==> src/rtl/instr_encoder.sv <==
// Sequential MIPS instruction encoder and program loader: accepts symbolic
// instructions over valid/ready and writes encoded words to consecutive imem addresses.
module instr_encoder #(
  parameter int          ADDR_W    = 8,
  parameter int unsigned BASE_ADDR = 0
) (
  input  logic              clk,
  input  logic              rst,
  input  logic              start,
  input  logic              in_valid,
  output logic              in_ready,
  input  logic              in_last,
  input  logic [3:0]        op_sel,
  input  logic [4:0]        rs,
  input  logic [4:0]        rt,
  input  logic [4:0]        rd,
  input  logic [15:0]       imm,
  input  logic [25:0]       target,
  output logic              imem_we,
  output logic [ADDR_W-1:0] imem_addr,
  output logic [31:0]       imem_wdata,
  output logic              busy,
  output logic              done,
  output logic              full,
  output logic              err,
  output logic [ADDR_W:0]   count
);

  typedef enum logic [1:0] {
    S_IDLE,
    S_ACCEPT,
    S_WRITE,
    S_DONE
  } state_t;

  localparam logic [ADDR_W-1:0] PTR_BASE = ADDR_W'(BASE_ADDR);
  localparam logic [ADDR_W-1:0] PTR_MAX  = '1;

  state_t            state_q, state_d;
  logic [ADDR_W-1:0] ptr_q, ptr_d;
  logic [ADDR_W:0]   count_q, count_d;
  logic [ADDR_W-1:0] addr_q, addr_d;
  logic [31:0]       wdata_q, wdata_d;
  logic              last_q, last_d;
  logic              err_q, err_d;
  logic              full_q, full_d;
  logic              in_ready_q, in_ready_d;
  logic              we_q, we_d;
  logic              busy_q, busy_d;
  logic              done_q, done_d;

  logic [31:0]       enc_word;
  logic              enc_legal;

  // Mnemonic to machine word; fields are packed verbatim without range checks.
  always_comb begin
    enc_word  = 32'h0000_0000;
    enc_legal = 1'b1;
    case (op_sel)
      4'd0:    enc_word = {6'h00, rs, rt, rd, 5'd0, 6'h20};
      4'd1:    enc_word = {6'h00, rs, rt, rd, 5'd0, 6'h22};
      4'd2:    enc_word = {6'h00, rs, rt, rd, 5'd0, 6'h24};
      4'd3:    enc_word = {6'h00, rs, rt, rd, 5'd0, 6'h25};
      4'd4:    enc_word = {6'h00, rs, rt, rd, 5'd0, 6'h2A};
      4'd5:    enc_word = {6'h23, rs, rt, imm};
      4'd6:    enc_word = {6'h2B, rs, rt, imm};
      4'd7:    enc_word = {6'h04, rs, rt, imm};
      4'd8:    enc_word = {6'h08, rs, rt, imm};
      4'd9:    enc_word = {6'h02, target};
      4'd10:   enc_word = {6'h0D, rs, rt, imm};
      4'd11:   enc_word = {6'h0C, rs, rt, imm};
      4'd12:   enc_word = {6'h0A, rs, rt, imm};
      4'd13:   enc_word = 32'h0000_0000;
      default: enc_legal = 1'b0;
    endcase
  end

  always_comb begin
    state_d = state_q;
    ptr_d   = ptr_q;
    count_d = count_q;
    addr_d  = addr_q;
    wdata_d = wdata_q;
    last_d  = last_q;
    err_d   = err_q;
    full_d  = full_q;
    case (state_q)
      S_IDLE, S_DONE: begin
        if (start) begin
          state_d = S_ACCEPT;
          ptr_d   = PTR_BASE;
          count_d = '0;
          err_d   = 1'b0;
          full_d  = 1'b0;
        end
      end
      S_ACCEPT: begin
        if (in_valid) begin
          if (enc_legal) begin
            state_d = S_WRITE;
            addr_d  = ptr_q;
            wdata_d = enc_word;
            last_d  = in_last;
          end else begin
            err_d = 1'b1;
            if (in_last) state_d = S_DONE;
          end
        end
      end
      S_WRITE: begin
        ptr_d   = ptr_q + ADDR_W'(1);
        count_d = count_q + (ADDR_W+1)'(1);
        // The top address is the last usable slot; stop rather than wrap.
        if (ptr_q == PTR_MAX) full_d = 1'b1;
        if (last_q || ptr_q == PTR_MAX) state_d = S_DONE;
        else                            state_d = S_ACCEPT;
      end
      default: state_d = S_IDLE;
    endcase

    in_ready_d = (state_d == S_ACCEPT);
    we_d       = (state_d == S_WRITE);
    busy_d     = (state_d == S_ACCEPT) || (state_d == S_WRITE);
    done_d     = (state_d == S_DONE);
  end

  always_ff @(posedge clk or posedge rst) begin
    if (rst) begin
      state_q    <= S_IDLE;
      ptr_q      <= '0;
      count_q    <= '0;
      addr_q     <= '0;
      wdata_q    <= '0;
      last_q     <= 1'b0;
      err_q      <= 1'b0;
      full_q     <= 1'b0;
      in_ready_q <= 1'b0;
      we_q       <= 1'b0;
      busy_q     <= 1'b0;
      done_q     <= 1'b0;
    end else begin
      state_q    <= state_d;
      ptr_q      <= ptr_d;
      count_q    <= count_d;
      addr_q     <= addr_d;
      wdata_q    <= wdata_d;
      last_q     <= last_d;
      err_q      <= err_d;
      full_q     <= full_d;
      in_ready_q <= in_ready_d;
      we_q       <= we_d;
      busy_q     <= busy_d;
      done_q     <= done_d;
    end
  end

  assign in_ready   = in_ready_q;
  assign imem_we    = we_q;
  assign imem_addr  = addr_q;
  assign imem_wdata = wdata_q;
  assign busy       = busy_q;
  assign done       = done_q;
  assign full       = full_q;
  assign err        = err_q;
  assign count      = count_q;

endmodule
==> config.mk <==
export PLATFORM = sky130hd
export DESIGN_NAME = instr_encoder
export DESIGN_NICKNAME = d
export VERILOG_FILES = /design/src/rtl/instr_encoder.sv
export SDC_FILE = /design/constraint.sdc
export NUM_CORES = 1
export LEC_CHECK = 0
export ABC_CLOCK_PERIOD_IN_PS = 2050
export BUFFER_PORTS_ARGS = -buffer_cell sky130_fd_sc_hd__buf_2
export CORE_ASPECT_RATIO = 0.9
export CORE_MARGIN = 2
export CORE_UTILIZATION = 45
export DETAILED_ROUTE_END_ITERATION = 8
export MAX_ROUTING_LAYER = met4
export PLACE_DENSITY = 0.76
export REMOVE_ABC_BUFFERS = 1
export SYNTH_ARGS = -nofsm -noshare
export SYNTH_HDL_FRONTEND = slang
export SYNTH_SLANG_ARGS = --single-unit
export TNS_END_PERCENT = 1
==> constraint.sdc <==
create_clock -name clk -period 2.05 [get_ports clk]
set_input_delay 0.41 -clock clk [delete_from_list [all_inputs] [get_ports clk]]
set_output_delay 0.41 -clock clk [all_outputs]
set_load 0.02 [all_outputs]
## After elaboration in Yosys (flattened, before gate mapping)

Index checks and enable logic that the tools add are counted.

| cells by class | value |
|---|---|
| add/sub/neg operators | 2 |
| equality and inequality tests | 24 |
| multiplexer cells | 18 |
| reductions and logical operators | 12 |

Operators with widths:

| cell | number |
|---|---|
| $pmux W32 S13 | 1 |
| $eq A4 B4 Y1 const B | 6 |
| $pmux W9 S2 | 1 |
| $eq A4 B3 Y1 const B | 4 |
| $pmux W8 S2 | 1 |
| $reduce_or A14 Y1 | 1 |
| $mux W2 | 5 |
| $add A9 B1 Y9 const B | 1 |
| $mux W9 | 1 |
| $add A8 B1 Y8 const B | 1 |
| $eq A2 B2 Y1 const B | 4 |
| $eq A4 B2 Y1 const B | 2 |
| $eq A8 B8 Y1 const B | 1 |
| $mux W8 | 1 |
| $ne A2 B2 Y1 const B | 4 |
| $pmux W2 S3 | 1 |
| $reduce_and A3 Y1 | 2 |
| $mux W1 | 5 |
| $eq A2 B1 Y1 const B | 2 |
| $eq A4 B1 Y1 const B | 1 |
| $logic_not A4 Y1 | 1 |
| $pmux W1 S2 | 2 |
| $reduce_and A4 Y1 | 1 |
| $reduce_bool A2 Y1 | 2 |
| 4 further kinds | 5 |

| word-level totals | value |
|---|---|
| register bits | 66 |
| input bits | 66 |
| output and inout port bits | 55 |
| logic and storage cells | 68 |

## Depth between registers and ports, before layout

Gate-level depths: netlist of the first run.

| logic depth | value |
|---|---|
| word-level depth | 8 |
| mapped depth | 10 |
| depth with buffers taken out | 8 |

## Worst setup path before layout of the first run

OpenSTA, ideal clock, no wires.

| timing | value |
|---|---|
| path type | register -> register |
| from | register state_q[0] |
| to | register ptr_q[7] |
| setup time | 0.132 ns |
| data arrival time | 1.745 ns |
| data required time | 1.918 ns |
| path slack | 0.173 ns |
| stages on the path, launching flop included | 8 |
| path buffers | 1 |
| clock period less this slack | 1.877 ns |
| cells stage by stage | dfrtp_1 inv_1 ha_1 buf_4 mux2i_1 and4bb_2 xnor2_1 nor2_1 |

| between the ends | value |
|---|---|
| word-level cells in the longest chain between the ends | 4 |
| elaborated cells between the ends (all ways) | 8 |
| those cells by class | eq/ne: 3; mux: 1; reduce/logical: 4 |

RTL lines:

| item | RTL line | source |
|---|---|---|
| start, declared | 39 | `state_t state_q, state_d;` |
| start signal, assigned | 142 | `state_q <= state_d;` |
| $eq A2 B2 Y1 / $logic_not A2 Y1 (equally long branches) | 87 | `case (state_q)` |
| $reduce_or A2 Y1 | 87 |  |
| $ne A2 B2 Y1 (no line) / $reduce_bool A2 Y1 (equally long branches) | - |  |
| $reduce_and A2 Y1 (no line) | - |  |
| end signal, assigned | 143 | `ptr_q <= ptr_d;` |
| end, declared | 40 | `logic [ADDR_W-1:0] ptr_q, ptr_d;` |

Several ways; a longest one is shown, not always the timed one.
A chain may end at the register's enable or synchronous reset.

## Worst setup path in the final report of the first run

| timing | value |
|---|---|
| from | register state_q[0] |
| to | register count_q[5] (netlist: count[5]) |

| between the ends | value |
|---|---|
| word-level cells in the longest chain between the ends | 4 |
| elaborated cells between the ends (all ways) | 8 |
| those cells by class | eq/ne: 3; mux: 1; reduce/logical: 4 |

RTL lines:

| item | RTL line | source |
|---|---|---|
| $eq A2 B2 Y1 / $logic_not A2 Y1 (equally long branches) | 87 |  |
| $reduce_or A2 Y1 | 87 |  |
| $ne A2 B2 Y1 (no line) / $reduce_bool A2 Y1 (equally long branches) | - |  |
| $reduce_and A2 Y1 (no line) | - |  |
| end signal, assigned | 144 | `count_q <= count_d;` |
| end, declared | 41 | `logic [ADDR_W:0] count_q, count_d;` |

Several ways; a longest one is shown, not always the timed one.

==> qor.csv, run 1 <==
stage,metric,value,unit
cells_and_area,Finished Core Util,58.23,%
worst_setup_path,worst path bufs/invs,1,
worst_setup_path,reg2reg path depth,6,
sta,setup TNS,0,ns
power,Clk pwr share,19.0,%
routing,Via Count,3278,
clock_network,CTS sink cnt,65,
synthesis,Yosys warning count,0,
routing,Final ANT Viol Nets,0,
place,DP Area,4187,um^2
sta,RSZ-0062 raised after global routing,false,
synthesis,"Seq/Total Area, Yosys",47.08,%
outcome,status,"complete, no violations",
floorplanning,Boundary Pins,121,
place,dpl ws,0.07979,ns
worst_setup_path,crit-path cells,inv_1 > ha_2 > mux2_4 > nand4_4 > or4_1 > nand2_1,
clock_network,Clock transition at path regs,0.07,ns
floorplanning,row count,30,
routing,WL met1,3777,um
clock_network,CTS Buf Count,9,
synthesis,post-synthesis register bit count,65,
cells_and_area,Filler Cell Count,681,
floorplanning,CORE AREA,7507,um^2
synthesis,async set-reset flop share out of synthesis,100.0,%
clock_network,Hold Buf Count CTS,0,
power,Comb pwr share,44.6,%
synthesis,Yosys top cell by area,dfrtp_1,
worst_setup_path,FF-to-FF End,count[5]$_DFFE_PP0P_,
routing,per-cell routed wire length,16.21,um
sta,min Tclk post-route,1.896,ns
sta,Setup Skew,0.01005,ns
synthesis,Synth area leaders,"dfrtp_1, o21ai_0, a22oi_1",
routing,WL met3,665,um
global_routing,initial antenna violation count,0,
synthesis,"Avg Cell Area, Syn",9.870,um^2
global_routing,first-pass GRT wire length,14320,um
floorplanning,Die Height,87.12,um
global_routing,gr usage total,22.89,%
synthesis,"Top FF cell, synth",dfrtp_1,
sta,actual slew at the worst max-slew pin,0.5298,ns
routing,DR WL met2,4677,um
synthesis,Syn Inst Count,350,
sta,WHS,0.05257,ns
cells_and_area,area of the multi-input gates,1669,um^2
cells_and_area,fin cells,570,
cells_and_area,FF/Latch Area,1627,um^2
power,Sw Share,40.90,%
clock_network,setup bufs post-CTS,0,
floorplanning,Die ar.,8394,um^2
clock_network,post-cts resize count,0,
cells_and_area,layout cells sized above 1,34.60,%
clock_network,CTS Buffer Depth,2,
power,Pint,3.180,mW
worst_setup_path,CP Capture Type,flip-flop,
place,GPL Wtd Cong,0.9107,
worst_setup_path,crit path max-delay cell type,or4_1,
sta,final setup margin,0.1538,ns
sta,final worst path period share,92.50,%
power,leakage power,2.189,nW
floorplanning,die width,96.36,um
routing,Routed WL,9241,um
synthesis,Post-synth EDFFs,0,
worst_setup_path,CP max FO,8,
synthesis,post-synthesis cell type count,54,
routing,DR vias/cell,5.751,
sta,Final Hold Vio Count,0,
worst_setup_path,CP startpoint kind,flip-flop,
cells_and_area,design area,4372,um^2
power,Switch Pwr,2.201,mW
global_routing,grt total ovfl,0,
routing,Top Layer Used,met4,
cells_and_area,Area Overhead vs Synth,26.55,%
clock_network,worst-skew pair later-pin latency,0.34,ns
global_routing,pin count of the biggest net entering global routing,49,
worst_setup_path,critical path class,reg -> reg,
job,max-cap violation count,0,
sta,max_slew headroom,64.68,%
power,Sequential Power Share,36.5,%
sta,Final Slew Violations,0,
clock_network,CTS tree,yes,
worst_setup_path,CP top delay family,simple AND/OR/NAND/NOR gates,
hold_path,hold crit path type,in -> async,
place,HPWL Detailed,6639,um
routing,initial DRC count,194,
floorplanning,starting density of the core,46.02,%
synthesis,Synth top area share,47.08,%
clock_network,CTS H-tree lvls,3,
worst_setup_path,Critical Path Source,state_q[0]$_DFF_PP0_,
synthesis,Netlist Area Pre-Place,3455,um^2
worst_setup_path,Worst path max stage delay,0.48,ns
global_routing,number of global-route vias before repair,3019,
power,P per Cell Area,1231,nW/um^2
cells_and_area,Antenna Cells,0,
routing,First-pass DRT Iterations,5,
worst_setup_path,Crit path arrival time,2.18,ns
routing,DRC viols,0,
clock_network,root buf cell,clkbuf_8,
power,maximum vdd drop,0.4902,mV
cells_and_area,fin nets,543,
sta,Finish-stage setup viols,0,
place,placed insts,555,
power,Tot Pwr,5.381,mW
worst_setup_path,reg-to-reg startpoint,state_q[0]$_DFF_PP0_,
worst_setup_path,Crit path required time,2.33,ns
place,I/O Buffers,119,
worst_setup_path,R2R Setup Slk,0.15,ns
sta,fmax,527.4,MHz
-- worst register-to-register path: cells and delay by family (launching register included) --
| kind | cells | cell delay [ns] |
|---|---|---|
| flip-flops | 1 | 0.42 |
| adder cells (fa/ha/maj) | 1 | 0.41 |
| AND/OR/NAND/NOR | 3 | 0.70 |
| multiplexers | 1 | 0.25 |
| buffers and inverters | 1 | 0.07 |
-- worst max path at each step --
stage,endpoint,slack (ns),depth (start not counted)
6_report,count[5]$_DFFE_PP0P_,0.15,6
5_1_grt,imem_wdata[11]$_DFFE_PP0P_,0.03,7
4_1_cts,imem_wdata[8]$_DFFE_PP0P_,0.03,6
3_5_place_dp,imem_wdata[8]$_DFFE_PP0P_,0.08,6
3_3_place_gp,count[5]$_DFFE_PP0P_,0.20,6
2_1_floorplan,busy$_DFF_PP0_,-0.33,7
-- power by group through the flow --
stage,Combinational (mW),Clock (mW),Sequential (mW)
2_1_floorplan,1.10,0,2.37
3_3_place_gp,2.33,0,1.96
3_5_place_dp,2.39,0,1.98
4_1_cts,2.41,1.06,1.96
5_1_grt,2.64,1.12,2.01
6_report,2.40,1.02,1.96
-- Yosys cell counts, drive strengths merged, types with 6 or more instances --
| cell | n |
|---|---|
| o221ai | 7 |
| ha | 7 |
| nand3 | 18 |
| a22o | 9 |
| mux2 | 10 |
| nand2 | 27 |
| a22oi | 14 |
| a21oi | 21 |
| nor2 | 26 |
| a222oi | 6 |
| inv | 14 |
| o21ai | 30 |
| clkbuf | 9 |
| dfrtp | 65 |
| buf | 15 |
-- area by class of cell --
| class | instances | area share (%) |
|---|---|---|
| well taps | 96 | 2.748 |
| inverters | 14 | 1.202 |
| multi-input cells | 247 | 38.18 |
| clock buffers | 12 | 3.091 |
| flip-flops and latches | 65 | 37.21 |
| repair buffers | 133 | 16.60 |
| clock inverters | 3 | 0.9731 |
-- kinds of logic after synthesis --
group           synth area share, %
compound gates                23.69
simple gates                  14.96
flops                         47.08
buf+inv                       4.817
mux                           4.238
xor+xnor                      2.282
fa+ha+maj                     2.825
other cells                  0.1086
-- routing by layer --
| metal | up-vias | global-route usage (%) |
|---|---|---|
| li1 | 1542 | - |
| met1 | 1606 | 28.00 |
| met2 | 116 | 36.55 |
| met3 | 14 | 6.753 |
| met4 | 0 | 7.298 |
| met5 | - | - |
-- cells in the final DEF (no fill, tap or decap), drive strengths merged, types with 3 or more instances in the layout --
cell | netlist | final
nor3 | 3 | 3
o221ai | 7 | 7
dfrtp | 65 | 65
and3 | 5 | 5
inv | 14 | 14
mux2i | 3 | 3
a21oi | 21 | 21
nand2b | 4 | 4
nand3 | 18 | 18
a32o | 3 | 3
nor2b | 3 | 3
nor2 | 26 | 26
mux2 | 10 | 10
a222oi | 6 | 6
a22oi | 14 | 14
buf | 15 | 133
nand4 | 5 | 5
ha | 7 | 7
xor2 | 5 | 5
a221oi | 5 | 5
clkbuf | 9 | 12
a221o | 3 | 3
nand2 | 27 | 27
o21ai | 30 | 30
xnor2 | 4 | 4
a22o | 9 | 9
-- registers in the layout, indices dropped and copies added (netlist names) --
register    cells
ptr_q           8
last_q          1
err             1
imem_we         1
in_ready        1
done            1
state_q         2
imem_addr       8
full            1
count           9
imem_wdata     31
busy            1
Power figures use the tool's default switching activity.
==> run 2, diff against run 1 <==
--- a/config.mk
+++ b/config.mk
@@ -5,14 +5,14 @@
 export SDC_FILE = /design/constraint.sdc
 export NUM_CORES = 1
 export LEC_CHECK = 0
-export ABC_CLOCK_PERIOD_IN_PS = 2050
+export ABC_CLOCK_PERIOD_IN_PS = 2400
 export BUFFER_PORTS_ARGS = -buffer_cell sky130_fd_sc_hd__buf_2
 export CORE_ASPECT_RATIO = 0.9
 export CORE_MARGIN = 2
-export CORE_UTILIZATION = 45
+export CORE_UTILIZATION = 54
 export DETAILED_ROUTE_END_ITERATION = 8
 export MAX_ROUTING_LAYER = met4
-export PLACE_DENSITY = 0.76
+export PLACE_DENSITY = 0.85
 export REMOVE_ABC_BUFFERS = 1
 export SYNTH_ARGS = -nofsm -noshare
 export SYNTH_HDL_FRONTEND = slang
==> constraint.sdc (replaced) <==
create_clock -name clk -period 2.4 [get_ports clk]
set_input_delay 0.48 -clock clk [delete_from_list [all_inputs] [get_ports clk]]
set_output_delay 0.48 -clock clk [all_outputs]
set_load 0.02 [all_outputs]
==> run 2 against run 1 <==
Non-clock buffer count decreased by 5. Clock skew decreased by 0.0021 ns. Register-to-register slack improved by 0.21 ns. Sequential share of layout area increased by 0.15 points. Power decreased by 11%. Die area decreased by 16%. Critical path depth unchanged. Largest cell class unchanged. Largest power group unchanged.
==> qor.csv, run 2 (same netlist as run 1, synthesis figures left out) <==
stage,metric,value,unit,change
outcome,status,"complete, no violations",,
routing,First-pass DRT Iterations,5,,unchanged
routing,per-cell routed wire length,16.26,um,+0.29%
floorplanning,CORE AREA,6148,um^2,-18%
clock_network,CTS H-tree lvls,3,,unchanged
sta,actual slew at the worst max-slew pin,0.7538,ns,+0.2240 ns
worst_setup_path,CP Capture Type,flip-flop,,
power,leakage power,2.188,nW,about the same
floorplanning,die width,88.31,um,-8.3%
worst_setup_path,crit-path cells,inv_1 > ha_1 > nand2_1 > nor3_1 > a222oi_1 > inv_1,,
routing,Via Count,3315,,+1.1%
sta,fmax,491.4,MHz,-6.8%
worst_setup_path,Crit path arrival time,2.31,ns,+0.13 ns
worst_setup_path,CP top delay family,simple AND/OR/NAND/NOR gates,,
global_routing,initial antenna violation count,0,,unchanged
sta,max_slew headroom,49.36,%,-15 points
worst_setup_path,FF-to-FF End,imem_wdata[7]$_DFFE_PP0P_,,
routing,DRC viols,0,,unchanged
worst_setup_path,Worst path max stage delay,0.72,ns,+0.24 ns
clock_network,worst-skew pair later-pin latency,0.34,ns,about the same
cells_and_area,highest-count cells in the layout ignoring fill and taps,"buf_2, dfrtp_1, o21ai_0",,
clock_network,CTS Buf Count,9,,unchanged
clock_network,setup bufs post-CTS,0,,unchanged
cells_and_area,number of flip-flops under the largest register name,31,,unchanged
power,maximum vdd drop,0.6272,mV,+28%
worst_setup_path,CP dominant cell by count,inv_1,,
place,GPL Wtd Cong,0.8592,,-5.7%
global_routing,grt total ovfl,0,,unchanged
worst_setup_path,CP startpoint kind,flip-flop,,
routing,DR vias/cell,5.962,,+3.7%
floorplanning,Boundary Pins,121,,unchanged
routing,initial DRC count,334,,+72%
sta,Setup Skew,0.007980,ns,-0.002065 ns
worst_setup_path,worst path bufs/invs,2,,+1
floorplanning,row count,27,,-10%
cells_and_area,Antenna Cells,0,,unchanged
sta,min Tclk post-route,2.035,ns,+0.1390 ns
cells_and_area,Filler Cell Count,463,,-32%
floorplanning,Die Height,79.88,um,-8.3%
clock_network,CTS Buffer Depth,2,,unchanged
clock_network,CTS sink cnt,65,,unchanged
power,P per Cell Area,1096,nW/um^2,-11%
global_routing,pin count of the biggest net entering global routing,47,,-4.1%
sta,Final Slew Violations,0,,unchanged
clock_network,CTS tree,yes,,
sta,final worst path period share,84.80,%,-7.7 points
cells_and_area,fin nets,538,,-0.92%
clock_network,root buf cell,clkbuf_8,,
floorplanning,Die ar.,7054,um^2,-16%
global_routing,first-pass GRT wire length,14390,um,+0.43%
place,HPWL Detailed,6517,um,-1.8%
job,max-cap violation count,0,,unchanged
clock_network,Clock transition at path regs,0.07,ns,about the same
sta,RSZ-0062 raised after global routing,false,,
global_routing,gr usage total,26.94,%,+4.1 points
sta,Finish-stage setup viols,0,,unchanged
power,Tot Pwr,4.772,mW,-11%
worst_setup_path,Crit path required time,2.68,ns,+0.35 ns
sta,setup TNS,0,ns,unchanged
worst_setup_path,CP max FO,8,,unchanged
cells_and_area,"commonest non-fill, non-tap cell in the layout",buf_2,,
worst_setup_path,R2R Setup Slk,0.36,ns,+0.21 ns
hold_path,hold crit path type,in -> async,,
routing,Final ANT Viol Nets,0,,unchanged
routing,Routed WL,9040,um,-2.2%
worst_setup_path,critical path class,reg -> reg,,
cells_and_area,layout cells sized above 1,33.90,%,-0.70 points
global_routing,number of global-route vias before repair,3059,,+1.3%
worst_setup_path,reg-to-reg startpoint,state_q[1]$_DFF_PP0_,,
clock_network,Hold Buf Count CTS,0,,unchanged
worst_setup_path,reg2reg path depth,6,,unchanged
worst_setup_path,crit path max-delay cell type,nor3_1,,
place,I/O Buffers,119,,unchanged
clock_network,post-cts resize count,0,,unchanged
cells_and_area,Area Overhead vs Synth,26.04,%,
cells_and_area,Finished Core Util,70.82,%,+13 points
sta,Final Hold Vio Count,0,,unchanged
floorplanning,starting density of the core,56.19,%,+10 points
run 2: per-stage QoR:
step	std cells	cell area, um^2	setup slack [ns]	hold WS, ns
final	556	4354	0.3648	0.1469
after global routing	556	4354	0.1820	0.1696
after global placement	541	4125	0.3978	0.4586
after detailed placement	541	4125	0.3594	0.4690
after CTS	556	4354	0.4027	0.1491
after floorplan	326	3341	0.02041	0.4799
run 2: metal layers:
layer	track usage [%]	vias up	part of all wire [%]
met4	9.545	0	1.8
li1	-	1535	-
met1	35.94	1593	43
met2	41.13	170	48
met5	-	-	0
met3	5.481	17	7.6
run 2: how the worst max path moves through the flow:
stage / start / endpoint / slack [ns] / depth (start not counted)
5_1_grt: state_q[1]$_DFF_PP0_ / imem_wdata[7]$_DFFE_PP0P_ / 0.18 / 6
3_3_place_gp: op_sel[0] / imem_wdata[9]$_DFFE_PP0P_ / 0.40 / 5
2_1_floorplan: state_q[0]$_DFF_PP0_ / busy$_DFF_PP0_ / 0.02 / 7
3_5_place_dp: op_sel[0] / imem_wdata[5]$_DFFE_PP0P_ / 0.36 / 5
4_1_cts: state_q[0]$_DFF_PP0_ / count[5]$_DFFE_PP0P_ / 0.40 / 6
6_report: state_q[1]$_DFF_PP0_ / imem_wdata[7]$_DFFE_PP0P_ / 0.36 / 6
run 2: power by group:
part | switching (mW) | internal [mW]
Clock | 0.416 | 0.666
Combinational | 1.25 | 0.770
Sequential | 0.222 | 1.44
Total | 1.89 | 2.88
run 2: cell type report:
class | instances | area (um^2) | area share (%)
well taps | 87 | 108.9 | 2.500
repair buffers | 128 | 675.6 | 15.52
clock buffers | 13 | 168.9 | 3.879
multi-input cells | 247 | 1662 | 38.16
clock inverters | 2 | 60.06 | 1.379
inverters | 14 | 52.55 | 1.207
flip-flops and latches | 65 | 1627 | 37.36
run 2: worst reg2reg max path: stages (launching register included):
cell      delay (ns)
dfrtp_1         0.40
inv_1           0.09
ha_1            0.20
nand2_1         0.27
nor3_1          0.72
a222oi_1        0.20
inv_1           0.10
==> run 3, diff against run 2 <==
--- a/config.mk
+++ b/config.mk
@@ -5,14 +5,14 @@
 export SDC_FILE = /design/constraint.sdc
 export NUM_CORES = 1
 export LEC_CHECK = 0
-export ABC_CLOCK_PERIOD_IN_PS = 2400
+export ABC_CLOCK_PERIOD_IN_PS = 1730
 export BUFFER_PORTS_ARGS = -buffer_cell sky130_fd_sc_hd__buf_2
 export CORE_ASPECT_RATIO = 0.9
 export CORE_MARGIN = 2
-export CORE_UTILIZATION = 54
+export CORE_UTILIZATION = 45
 export DETAILED_ROUTE_END_ITERATION = 8
 export MAX_ROUTING_LAYER = met4
-export PLACE_DENSITY = 0.85
+export PLACE_DENSITY = 0.76
 export REMOVE_ABC_BUFFERS = 1
 export SYNTH_ARGS = -nofsm -noshare
 export SYNTH_HDL_FRONTEND = slang
==> constraint.sdc (replaced) <==
create_clock -name clk -period 1.73 [get_ports clk]
set_input_delay 0.346 -clock clk [delete_from_list [all_inputs] [get_ports clk]]
set_output_delay 0.346 -clock clk [all_outputs]
set_load 0.02 [all_outputs]
==> run 3 against run 2 <==
Largest power group unchanged. The flow now finishes with violations (setup timing). Sequential power up 39%. Utilization down 9.0 points. Sequential cell count unchanged. Non-clock buffer count up 31. Fmax up 17%. Die area up 19%. Critical path type unchanged. Final area up 6.7%.
==> qor.csv, run 3 (same netlist as run 1, synthesis figures left out) <==
stage,metric,value,unit,change
sta,final worst path period share,100.2,%,+15 points
floorplanning,Boundary Pins,121,,unchanged
worst_setup_path,crit-path cells,inv_2 > ha_4 > mux2_4 > nand4_4 > buf_4 > xor2_1 > nor2_1,,
floorplanning,CORE AREA,7507,um^2,+22%
worst_setup_path,critical path class,reg -> reg,,
worst_setup_path,CP top delay family,flip-flops,,
cells_and_area,highest-count cells in the layout ignoring fill and taps,"buf_2, dfrtp_1, buf_4",,
clock_network,CTS H-tree lvls,3,,unchanged
routing,Via Count,3397,,+2.5%
sta,min Tclk post-route,1.733,ns,-0.3020 ns
global_routing,gr usage total,22.83,%,-4.1 points
power,leakage power,2.329,nW,+6.5%
place,GPL Wtd Cong,0.9308,,+8.3%
sta,Final Hold Vio Count,0,,unchanged
floorplanning,starting density of the core,46.02,%,-10 points
cells_and_area,"commonest non-fill, non-tap cell in the layout",buf_2,,
cells_and_area,number of flip-flops under the largest register name,31,,unchanged
cells_and_area,layout cells sized above 1,40.00,%,+6.1 points
clock_network,Clock transition at path regs,0.07,ns,about the same
cells_and_area,Antenna Cells,0,,unchanged
clock_network,root buf cell,clkbuf_8,,
worst_setup_path,CP max FO,6,,-2
worst_setup_path,crit path max-delay cell type,dfrtp_1,,
floorplanning,row count,30,,+11%
global_routing,number of global-route vias before repair,3017,,-1.4%
routing,initial DRC count,197,,-41%
sta,Finish-stage setup viols,2,,+2
cells_and_area,Area Overhead vs Synth,34.44,%,
routing,Final ANT Viol Nets,0,,unchanged
place,dpl ws,-0.1145,ns,-0.4739 ns
sta,Setup Skew,0.009631,ns,+0.001651 ns
cells_and_area,fin nets,569,,+5.8%
global_routing,first-pass GRT wire length,14270,um,-0.81%
sta,max_slew headroom,61.46,%,+12 points
global_routing,pin count of the biggest net entering global routing,26,,-45%
floorplanning,die width,96.36,um,+9.1%
global_routing,initial antenna violation count,0,,unchanged
worst_setup_path,Worst path max stage delay,0.43,ns,-0.29 ns
power,P per Cell Area,1474,nW/um^2,+34%
routing,First-pass DRT Iterations,5,,unchanged
worst_setup_path,Crit path arrival time,1.95,ns,-0.36 ns
routing,WL met3,633,um,-8.3%
job,max-cap violation count,0,,unchanged
sta,Final Slew Violations,0,,unchanged
routing,DR vias/cell,5.700,,-4.4%
worst_setup_path,worst path bufs/invs,2,,unchanged
routing,Routed WL,9338,um,+3.3%
sta,actual slew at the worst max-slew pin,0.5780,ns,-0.1758 ns
power,Tot Pwr,6.845,mW,+43%
place,I/O Buffers,119,,unchanged
global_routing,grt total ovfl,0,,unchanged
cells_and_area,Finished Core Util,61.87,%,-9.0 points
routing,WL met1,3968,um,+2.9%
sta,RSZ-0062 raised after global routing,true,,
sta,final setup margin,-0.003200,ns,-0.3680 ns
routing,DR WL met2,4625,um,+7.0%
floorplanning,Die ar.,8394,um^2,+19%
worst_setup_path,Crit path required time,1.95,ns,-0.73 ns
clock_network,CTS Buffer Depth,2,,unchanged
floorplanning,Die Height,87.12,um,+9.1%
outcome,failing checks,setup timing,,
clock_network,CTS tree,yes,,
power,maximum vdd drop,0.8154,mV,+30%
clock_network,CTS sink cnt,65,,unchanged
clock_network,CTS Buf Count,9,,unchanged
worst_setup_path,CP Capture Type,flip-flop,,
place,HPWL Detailed,6805,um,+4.4%
clock_network,worst-skew pair later-pin latency,0.34,ns,about the same
hold_path,hold crit path type,in -> async,,
routing,DRC viols,0,,unchanged
outcome,status,"finished, violations left",,
routing,per-cell routed wire length,15.67,um,-3.6%
routing,Top Layer Used,met4,,
sta,fmax,577.0,MHz,+17%
worst_setup_path,CP startpoint kind,flip-flop,,
sta,WHS,0.03727,ns,-0.1096 ns
==> run 3: changes by cell type in the layout (fill, tap and decap cells not counted), sizes merged <==
cell and delta:
buf +31, bufinv -1, clkbuf -1, clkinv +2
==> run 3: metrics by stage <==
step	instances	setup TNS, ns	area, um^2
after floorplan	326	-27.20	3341
after global placement	580	-0.05875	4387
after detailed placement	580	-1.090	4387
after CTS	595	-0.06129	4609
after global routing	596	-0.5490	4644
final	596	-0.005610	4644
==> run 3: per-layer routing <==
layer	up-vias	GRT usage, %
met3	12	7.532
li1	1591	-
met1	1661	28.77
met4	0	6.402
met5	-	-
met2	133	35.35
==> run 3: power breakdown <==
| group | total [mW] | switching, mW | internal, mW |
|---|---|---|---|
| clock | 1.29 | 0.558 | 0.732 |
| combinational | 3.23 | 1.82 | 1.41 |
| sequential | 2.32 | 0.320 | 2.01 |
| total | 6.85 | 2.70 | 4.14 |
==> run 3: layout make-up <==
class,instances,area [um^2]
clock buffers,12,155.1
clock inverters,3,40.04
fillers,628,2863
inverters,14,52.55
multi-input cells,247,1713
flip-flops and latches,65,1627
well taps,96,120.1
repair buffers,159,937.1
==> run 3: path summary, 6_finish.rpt <==
check	startpoint	to	slack (ns)	cells after the start
max	state_q[0]$_DFF_PP0_	count[3]$_DFFE_PP0P_	-0.003	7
min reg2reg	imem_wdata[12]$_DFFE_PP0P_	imem_wdata[12]$_DFFE_PP0P_	0.47	2
max in group asynchronous	rst	imem_wdata[6]$_DFFE_PP0P_	1.18	3
max reg2reg	state_q[0]$_DFF_PP0_	count[3]$_DFFE_PP0P_	-0.003	7
min	rst	count[2]$_DFFE_PP0P_	0.04	2
min in group clk	target[6]	imem_wdata[6]$_DFFE_PP0P_	0.23	3
==> run 3: repair_timing <==
item                       CTS  global route
setup buffers                0             1
setup endpoints to repair   28            45
gates cloned                 0             0
pin swaps                    0            12
resized for setup            5             9
hold buffers                 0             0
